--- config.mk ---
export PLATFORM = sky130hd
export DESIGN_NAME = inst_fetcher
export DESIGN_NICKNAME = d
export VERILOG_FILES = /design/src/rtl/inst_fetcher_pkg.sv /design/src/rtl/inst_fetcher_align.sv /design/src/rtl/inst_fetcher.sv
export SDC_FILE = /design/constraint.sdc
export NUM_CORES = 1
export LEC_CHECK = 0
export ABC_AREA = 1
export CAP_MARGIN = 20
export CORE_MARGIN = 4
export CORE_UTILIZATION = 32
export CTS_CLUSTER_SIZE = 24
export DETAILED_ROUTE_END_ITERATION = 7
export PLACE_DENSITY = 0.6
export SYNTH_ARGS = -nofsm -noshare
export SYNTH_HDL_FRONTEND = slang
export SYNTH_SLANG_ARGS = --single-unit
export TNS_END_PERCENT = 100
--- constraint.sdc ---
create_clock -name clk_in -period 12.1 [get_ports clk_in]
set_input_delay 2.42 -clock clk_in [delete_from_list [all_inputs] [get_ports clk_in]]
set_output_delay 2.42 -clock clk_in [all_outputs]
set_load 0.005 [all_outputs]
--- src/rtl/inst_fetcher_pkg.sv ---
// Shared constants for the front end: fetch FSM encoding, reset PC default,
// ROB tag width and op-type codes used by the decoder/ROB.
package inst_fetcher_pkg;

  localparam logic [31:0] RESET_PC_DEFAULT = 32'h0000_0000;
  localparam int unsigned ROB_BIT          = 4;

  typedef enum logic [1:0] {
    IDLE     = 2'd0,
    FETCH_LO = 2'd1,
    FETCH_HI = 2'd2,
    READY    = 2'd3
  } fetch_state_e;

  typedef enum logic [2:0] {
    OP_ALU    = 3'd0,
    OP_LOAD   = 3'd1,
    OP_STORE  = 3'd2,
    OP_BRANCH = 3'd3,
    OP_JAL    = 3'd4,
    OP_JALR   = 3'd5
  } op_type_e;

  function automatic logic [31:0] word_addr(input logic [31:0] a);
    return {a[31:2], 2'b00};
  endfunction

endpackage

--- src/rtl/inst_fetcher_align.sv ---
// Halfword alignment: picks the instruction at pc[1] out of the low word and,
// for a 32-bit form straddling the word boundary, the following word.
module fetch_align (
  input  logic        pc1,
  input  logic [31:0] lo_word,
  input  logic [31:0] hi_word,
  output logic [31:0] inst,
  output logic        is_32bit,
  output logic        need_hi
);

  logic [15:0] half;

  always_comb begin
    half     = pc1 ? lo_word[31:16] : lo_word[15:0];
    is_32bit = (half[1:0] == 2'b11);
    need_hi  = pc1 && is_32bit;
    if (!is_32bit)
      inst = {16'h0000, half};
    else if (pc1)
      inst = {hi_word[15:0], lo_word[31:16]};
    else
      inst = lo_word;
  end

endmodule

--- src/rtl/inst_fetcher.sv ---
// Instruction fetcher: fetches 16/32-bit instructions at pc and holds them for
// the decoder. Optional single-word response buffer enabled by IF_WORDBUF_EN.
module inst_fetcher
  import inst_fetcher_pkg::*;
#(
  parameter logic [31:0] RESET_PC = RESET_PC_DEFAULT
) (
  input  logic        clk_in,
  input  logic        rst_in,
  input  logic        rdy_in,
  output logic [31:0] inst,
  output logic [31:0] inst_addr,
  output logic        start_decode,
  input  logic        issue_signal,
  input  logic [31:0] next_pc,
  input  logic        jalr_stall,
  input  logic        wrong_predicted,
  output logic        mem_req,
  output logic [31:0] mem_addr,
  input  logic        mem_resp_valid,
  input  logic [31:0] mem_data
);

  fetch_state_e state_q, state_d;
  logic [31:0]  pc_q, pc_d, inst_q, inst_d, inst_addr_q, inst_addr_d;
  logic [31:0]  mem_addr_q, mem_addr_d, lo_q, lo_d;
  logic         start_decode_q, start_decode_d, mem_req_q, mem_req_d, disc_q, disc_d;

  logic         resp, in_fetch, buf_now, word_ok, launch, launch_hit;
  logic [31:0]  avail_word, buf_word, pc_plus2, launch_addr, align_lo, align_inst;
  logic         align_need_hi, align_is32_unused;

  assign resp       = mem_req_q && mem_resp_valid;
  assign in_fetch   = (state_q == FETCH_LO) || (state_q == FETCH_HI);
  // A fetch phase with no request in flight is being served from the buffer.
  assign buf_now    = in_fetch && !mem_req_q;
  assign word_ok    = in_fetch && !disc_q && (resp || buf_now);
  assign avail_word = mem_req_q ? mem_data : buf_word;
  assign pc_plus2   = pc_q + 32'd2;
  assign align_lo   = (state_q == FETCH_HI) ? lo_q : avail_word;

  fetch_align u_align (
    .pc1      (pc_q[1]),
    .lo_word  (align_lo),
    .hi_word  (avail_word),
    .inst     (align_inst),
    .is_32bit (align_is32_unused),
    .need_hi  (align_need_hi)
  );

`ifdef IF_WORDBUF_EN
  logic        buf_valid_q, buf_valid_d;
  logic [29:0] buf_tag_q, buf_tag_d;
  logic [31:0] buf_data_q, buf_data_d;

  always_comb begin
    buf_valid_d = buf_valid_q;
    buf_tag_d   = buf_tag_q;
    buf_data_d  = buf_data_q;
    if (rdy_in) begin
      if (wrong_predicted) begin
        buf_valid_d = 1'b0;
      end else if (resp && !disc_q) begin
        buf_valid_d = 1'b1;
        buf_tag_d   = mem_addr_q[31:2];
        buf_data_d  = mem_data;
      end
    end
  end

  always_ff @(posedge clk_in or posedge rst_in) begin
    if (rst_in) begin
      buf_valid_q <= 1'b0;
      buf_tag_q   <= '0;
      buf_data_q  <= '0;
    end else begin
      buf_valid_q <= buf_valid_d;
      buf_tag_q   <= buf_tag_d;
      buf_data_q  <= buf_data_d;
    end
  end

  // Lookup against the post-update buffer so a lo-word write never aliases the hi lookup.
  assign buf_word   = buf_data_q;
  assign launch_hit = buf_valid_d && (buf_tag_d == launch_addr[31:2]);
`else
  assign buf_word   = '0;
  assign launch_hit = 1'b0;
`endif

  always_comb begin
    launch      = 1'b0;
    launch_addr = word_addr(pc_q);
    if (wrong_predicted) begin
      launch      = !mem_req_q || resp;
      launch_addr = word_addr(next_pc);
    end else if (disc_q) begin
      launch      = resp;
      launch_addr = word_addr(pc_q);
    end else begin
      unique case (state_q)
        IDLE:     launch = 1'b1;
        FETCH_LO: begin
          launch      = word_ok && align_need_hi;
          launch_addr = word_addr(pc_plus2);
        end
        READY: begin
          launch      = issue_signal && !jalr_stall;
          launch_addr = word_addr(next_pc);
        end
        default: launch = 1'b0;
      endcase
    end
  end

  always_ff @(posedge clk_in or posedge rst_in) begin
    if (rst_in) state_q <= IDLE;
    else        state_q <= state_d;
  end

  always_comb begin
    state_d = state_q;
    if (rdy_in) begin
      if (wrong_predicted) begin
        state_d = FETCH_LO;
      end else begin
        unique case (state_q)
          IDLE:     state_d = FETCH_LO;
          FETCH_LO: if (word_ok) state_d = align_need_hi ? FETCH_HI : READY;
          FETCH_HI: if (word_ok) state_d = READY;
          READY:    if (issue_signal && !jalr_stall) state_d = FETCH_LO;
          default:  state_d = IDLE;
        endcase
      end
    end
  end

  always_comb begin
    pc_d           = pc_q;
    inst_d         = inst_q;
    inst_addr_d    = inst_addr_q;
    start_decode_d = start_decode_q;
    mem_req_d      = mem_req_q;
    mem_addr_d     = mem_addr_q;
    lo_d           = lo_q;
    disc_d         = disc_q;
    if (rdy_in) begin
      if (launch) begin
        mem_req_d  = !launch_hit;
        mem_addr_d = launch_addr;
      end else if (resp) begin
        mem_req_d  = 1'b0;
      end
      if (wrong_predicted) begin
        pc_d           = next_pc;
        start_decode_d = 1'b0;
        disc_d         = mem_req_q && !resp;
      end else begin
        if (disc_q && resp) disc_d = 1'b0;
        if (word_ok) begin
          if (state_q == FETCH_LO && align_need_hi) begin
            lo_d = avail_word;
          end else begin
            start_decode_d = 1'b1;
            inst_d         = align_inst;
            inst_addr_d    = pc_q;
          end
        end
        if (state_q == READY && issue_signal && !jalr_stall) begin
          pc_d           = next_pc;
          start_decode_d = 1'b0;
        end
      end
    end
  end

  always_ff @(posedge clk_in or posedge rst_in) begin
    if (rst_in) begin
      pc_q           <= RESET_PC;
      inst_q         <= '0;
      inst_addr_q    <= '0;
      start_decode_q <= 1'b0;
      mem_req_q      <= 1'b0;
      mem_addr_q     <= '0;
      lo_q           <= '0;
      disc_q         <= 1'b0;
    end else begin
      pc_q           <= pc_d;
      inst_q         <= inst_d;
      inst_addr_q    <= inst_addr_d;
      start_decode_q <= start_decode_d;
      mem_req_q      <= mem_req_d;
      mem_addr_q     <= mem_addr_d;
      lo_q           <= lo_d;
      disc_q         <= disc_d;
    end
  end

  assign inst         = inst_q;
  assign inst_addr    = inst_addr_q;
  assign start_decode = start_decode_q;
  assign mem_req      = mem_req_q;
  assign mem_addr     = mem_addr_q;

endmodule

## Yosys cells after proc, flatten, opt, wreduce, memory -nomap -nowiden

Cells that the tools add are included.

| storage, ports and cells | value |
|---|---|
| bits in registers | 165 |
| input port bits | 71 |
| output and inout bits | 98 |
| word-level logic and storage cells | 79 |

| cells by class | value |
|---|---|
| $add $sub $neg | 1 |
| equality and inequality tests | 8 |
| muxes and demuxes | 27 |
| bitwise gates (word level) | 2 |
| reductions and logical operators | 32 |

Operators with widths:

| cell | count |
|---|---|
| $mux W32 | 8 |
| $pmux W32 S2 | 1 |
| $add A32 B2 Y32 const B | 1 |
| $mux W16 | 1 |
| $logic_and A1 B1 Y1 | 12 |
| $reduce_and A4 Y1 | 3 |
| $mux W1 | 11 |
| $ne A3 B3 Y1 const B | 3 |
| $mux W2 | 4 |
| $pmux W2 S4 | 1 |
| $reduce_and A2 Y1 | 4 |
| $eq A2 B2 Y1 const B | 3 |
| $reduce_bool A2 Y1 | 3 |
| $logic_not A1 Y1 | 4 |
| $logic_or A1 B1 Y1 | 3 |
| $ne A3 B2 Y1 const B | 1 |
| $pmux W1 S3 | 1 |
| $reduce_and A3 Y1 | 1 |
| $reduce_bool A3 Y1 | 1 |
| $eq A2 B1 Y1 const B | 1 |
| $logic_not A2 Y1 | 1 |
| $not A1 Y1 | 2 |

## Longest topological paths before layout

| depth | value |
|---|---|
| word-level depth | 11 |
| depth in mapped cells | 14 |
| depth with buffers taken out | 14 |

## Cells and area by module

A second synthesis with hierarchy kept.

| unflattened totals | value |
|---|---|
| cells, all modules | 1193 |
| area, all modules | 9147.5 sq um |

By module, submodules not included:

| module | times used | cells an instance | area each (sq um) | seq. area each (sq um) |
|---|---|---|---|---|
| inst_fetcher | 1 | 1069 | 8618.3 | 4078.9 |
| fetch_align | 1 | 124 | 529.3 | 0.0 |

## Least setup slack after synthesis

No wires, ideal clock.

| path | value |
|---|---|
| path type | input -> register |
| from | in wrong_predicted |
| to | reg pc_q[1] |
| setup time | 0.134 ns |
| arrival time | 3.410 ns |
| required time | 11.966 ns |
| setup slack | 8.555 ns |
| stages on the path | 6 |
| buffers on the path | 2 |
| path through | buf_2 -> inv_1 -> o21ai_0 -> nand2_1 -> clkbuf_1 -> a21oi_1 |

| between the ends | value |
|---|---|
| longest elaborated chain between the ends | 2 |
| elaborated cells between the ends (all ways) | 3 |
| those cells by class | 1 x mux; 2 x reduce/logical |

Ends and longest elaborated chain:

| item | line | source |
|---|---|---|
| start, declared | inst_fetcher.sv:17 | `input logic wrong_predicted,` |
| $reduce_bool A2 Y1 (no line) | n/a |  |
| $reduce_and A2 Y1 (no line) | n/a |  |
| end signal, assigned | inst_fetcher.sv:188 | `pc_q <= pc_d;` |
| end, declared | inst_fetcher.sv:25 | `logic [31:0] pc_q, pc_d, inst_q, inst_d, inst_addr_q, inst_addr_d;` |

Several ways; a longest one is shown, not always the timed one.
A chain may end at the register's enable or synchronous reset.

## Worst setup path after layout

| path | value |
|---|---|
| from | in wrong_predicted |
| to | reg pc_q[0] |

The elaborated chain is that of the path after synthesis.

==> impl_metrics.py <==
metrics = {
    "placed_design": {
        "portBuffers": 166,
        "gp_congestion": 0.942,
        "hpwlAfterDp_mm": 19.9,
        "placed_area_um2": 10500,
    },
    "synth": {
        "synth_area_leaders": "dfrtp_1, nand2_1, o21ai_0",
        "synth-compound-area-share_pct": 18.8,
        "ys_ff_latch": 163,
        "synth_top_family_by_area": "simple AND/OR/NAND/NOR gates",
        "synth_top_cell_area_share_pct": 47.1,
        "yosys_warnings": 0,
        "postSynthCellCount": 1130,
        "synthTopCellsByCount": "nand2_1, dfrtp_1, o21ai_0",
        "async_flop_share_pct": 100,
        "synth_edf_count": 0,
        "synth.distinct_cells": 44,
        "synthMuxAreaShare_pct": 0.260,
        "yosysTopAreaCell": "dfrtp_1",
        "synthFlopType": "dfrtp_1",
        "synth.most_common_cell": "nand2_1",
        "synthAdderAreaFrac_pct": 0.578,
        "synth_xor_area_share_pct": 0,
        "ys_seq_area_share_pct": 47.1,
        "syn_avg_cell_area_um2": 7.66,
        "synth-simple-area-share_pct": 25.5,
        "synth_area_um2": 8660,
    },
    "layout": {
        "drive_above_1_share_pct": 6.60,
        "fin_nets": 1336,
        "n_fill_cell": 2617,
        "antennaDiodeCount": 0,
        "area_growth_pct": 28.7,
        "fin_area_um2": 11100,
    },
    "global_route": {
        "grt_use_total_pct": 18.6,
        "grt_pass1_vias": 7746,
        "antenna_found_initial": 0,
        "grt_max_degree": 119,
        "grt-ovfl-total": 0,
        "grt_pass1_wl_mm": 44.6,
    },
    "power_and_ir_drop": {
        "power_density_nw_per_um2": 219,
        "peakVddDrop_uv": 97.6,
        "p_leak_uw": 0.00502,
    },
    "clock_tree": {
        "cts_tree": "built",
        "ctsResizeCount": 0,
        "hold_buffers": 0,
        "cts_root_buffer": "clkbuf_16",
        "clk_latency_ns": 0.43,
        "cts-root-to-sink-buffers": 2,
        "path_clk_slew_ns": 0.06,
        "cts-buffers-inserted": 17,
        "htree_levels": 4,
        "clock_sinks": 163,
        "postCtsSetupBuffers": 0,
    },
    "setup_path": {
        "end_kind": "register",
        "start_kind": "input pin",
        "r2r_cells": 13,
        "worstPathMaxFanout": 37,
        "worstPathRequired_ns": 12.42,
        "arrival_ns": 4.73,
        "path_class": "in2reg",
    },
    "min_path": {
        "worstHoldPathType": "reg2reg",
        "hold_path_depth": 2,
    },
    "floorplanning": {
        "initial_utilization_pct": 32.9,
        "die-area_um2": 29800,
        "die_w_um": 173,
        "fp-row-count": 59,
        "ioPinCount": 169,
        "die_height_um": 173,
        "core-area_um2": 26400,
    },
    "route": {
        "drc": 0,
        "drtIter0Drc": 807,
        "num_vias": 8077,
        "firstDrtPassIters": 6,
        "viasPerCell": 5.02,
        "wirelength_mm": 27.7,
        "ant_nets": 0,
        "wl_per_cell_um": 17.2,
    },
    "timing": {
        "fin_setup_tns_ns": 0,
        "maxClockFrequency_mhz": 227,
        "fin_crit_ns": 4.41,
        "tightest_slew_ns": 0.904,
        "rsz0062_at_grt": "false",
        "relSlewSlack_pct": 39.8,
        "drv_slew": 0,
        "fin_crit_sh_pct": 36.5,
        "skew_ns": 0.0162,
        "finalSetupViolCount": 0,
        "hold_viol": 0,
    },
    "job": {
        "drv_cap": 0,
    },
    "status": {
        "status": "completed",
    },
}
==> cell usage in the layout (no fill, tap or decap), types with 17 or more instances in the layout <==
cell	instances
o21ai_2	17
nand2_1	375
nand3_1	48
clkbuf_16	17
o211ai_1	23
clkdlybuf4s50_1	166
a21oi_1	33
o21ai_1	22
a221oi_1	19
dfrtp_1	163
inv_1	79
nor2_1	76
o21ai_0	144
==> cell families (layout without fill, tap and decap cells) <==
logic type,Yosys count,count (layout)
adders and majority gates,4,4
DFF,163,163
buffers and inverters,149,291
muxes,2,2
other,1,2
and+or+nand+nor,534,534
AOI/OAI and AO/OA,277,277
==> metal layers <==
layer | GRT usage [%] | up-vias | share of wire (%)
met4 | 4.52 | 0 | 0.95
met5 | 0 | - | 0
met1 | 27.3 | 3813 | 49
met2 | 28.4 | 254 | 44
li1 | - | 3993 | -
met3 | 3.38 | 17 | 5.8
==> where the power goes <==
part	switching [µW]	total [µW]	internal, µW
registers	142	891	749
clock network	234	607	372
logic	497	944	447
total	873	2440	1570
==> through the flow <==
| stage | instances | power [µW] | util [%] | setup slack [ns] | hold slack (ns) |
|---|---|---|---|---|---|
| floorplan | 1131 | 1360 | - | 5.28 | 0.443 |
| global placement | 1576 | 1830 | 39.7 | 7.31 | 0.458 |
| detailed placement | 1576 | 1850 | 39.7 | 7.30 | 0.467 |
| CTS | 1607 | 2460 | 42.2 | 7.72 | 0.483 |
| global route | 1608 | 2620 | 42.3 | 7.56 | 0.501 |
| finish | 1608 | 2440 | 42.3 | 7.69 | 0.479 |
==> registers in the layout, indices dropped and copies added (netlist names) <==
| register | cells |
|---|---|
| disc_q | 1 |
| inst | 32 |
| inst_addr | 32 |
| lo_q | 32 |
| mem_addr | 30 |
| mem_req | 1 |
| pc_q | 32 |
| start_decode | 1 |
| state_q | 2 |
==> layout make-up <==
class	count	area [µm²]	share of cell area, %
tap	335	419	3.76
sequential	163	4080	36.6
inverter	84	323	2.90
clock buffer	19	443	3.97
multi-input combinational	819	3920	35.2
clock inverter	12	205	1.84
timing repair buffer	176	1760	15.8
==> critical path, cell delays in order <==
cell and delay (ns):
clkdlybuf4s50_1 0.46, buf_4 0.39, inv_1 0.11, o21ai_0 0.16, nand2_2 0.44, buf_4 0.39
mux2_2 0.29
==> worst paths after layout <==
check	startpoint	endpoint	slack, ns
max reg2reg	state_q[0]$_DFFE_PP0P_	inst[26]$_DFFE_PP0P_	9.33
min reg2reg	inst_addr[15]$_DFFE_PP0P_	inst_addr[15]$_DFFE_PP0P_	0.48
max in group asynchronous	rst_in	pc_q[17]$_DFFE_PP0P_	8.10
max	wrong_predicted	pc_q[0]$_DFFE_PP0P_	7.69
min in group asynchronous	rst_in	inst[20]$_DFFE_PP0P_	2.56
min	inst_addr[15]$_DFFE_PP0P_	inst_addr[15]$_DFFE_PP0P_	0.48
(Power assumes the default switching activity.)
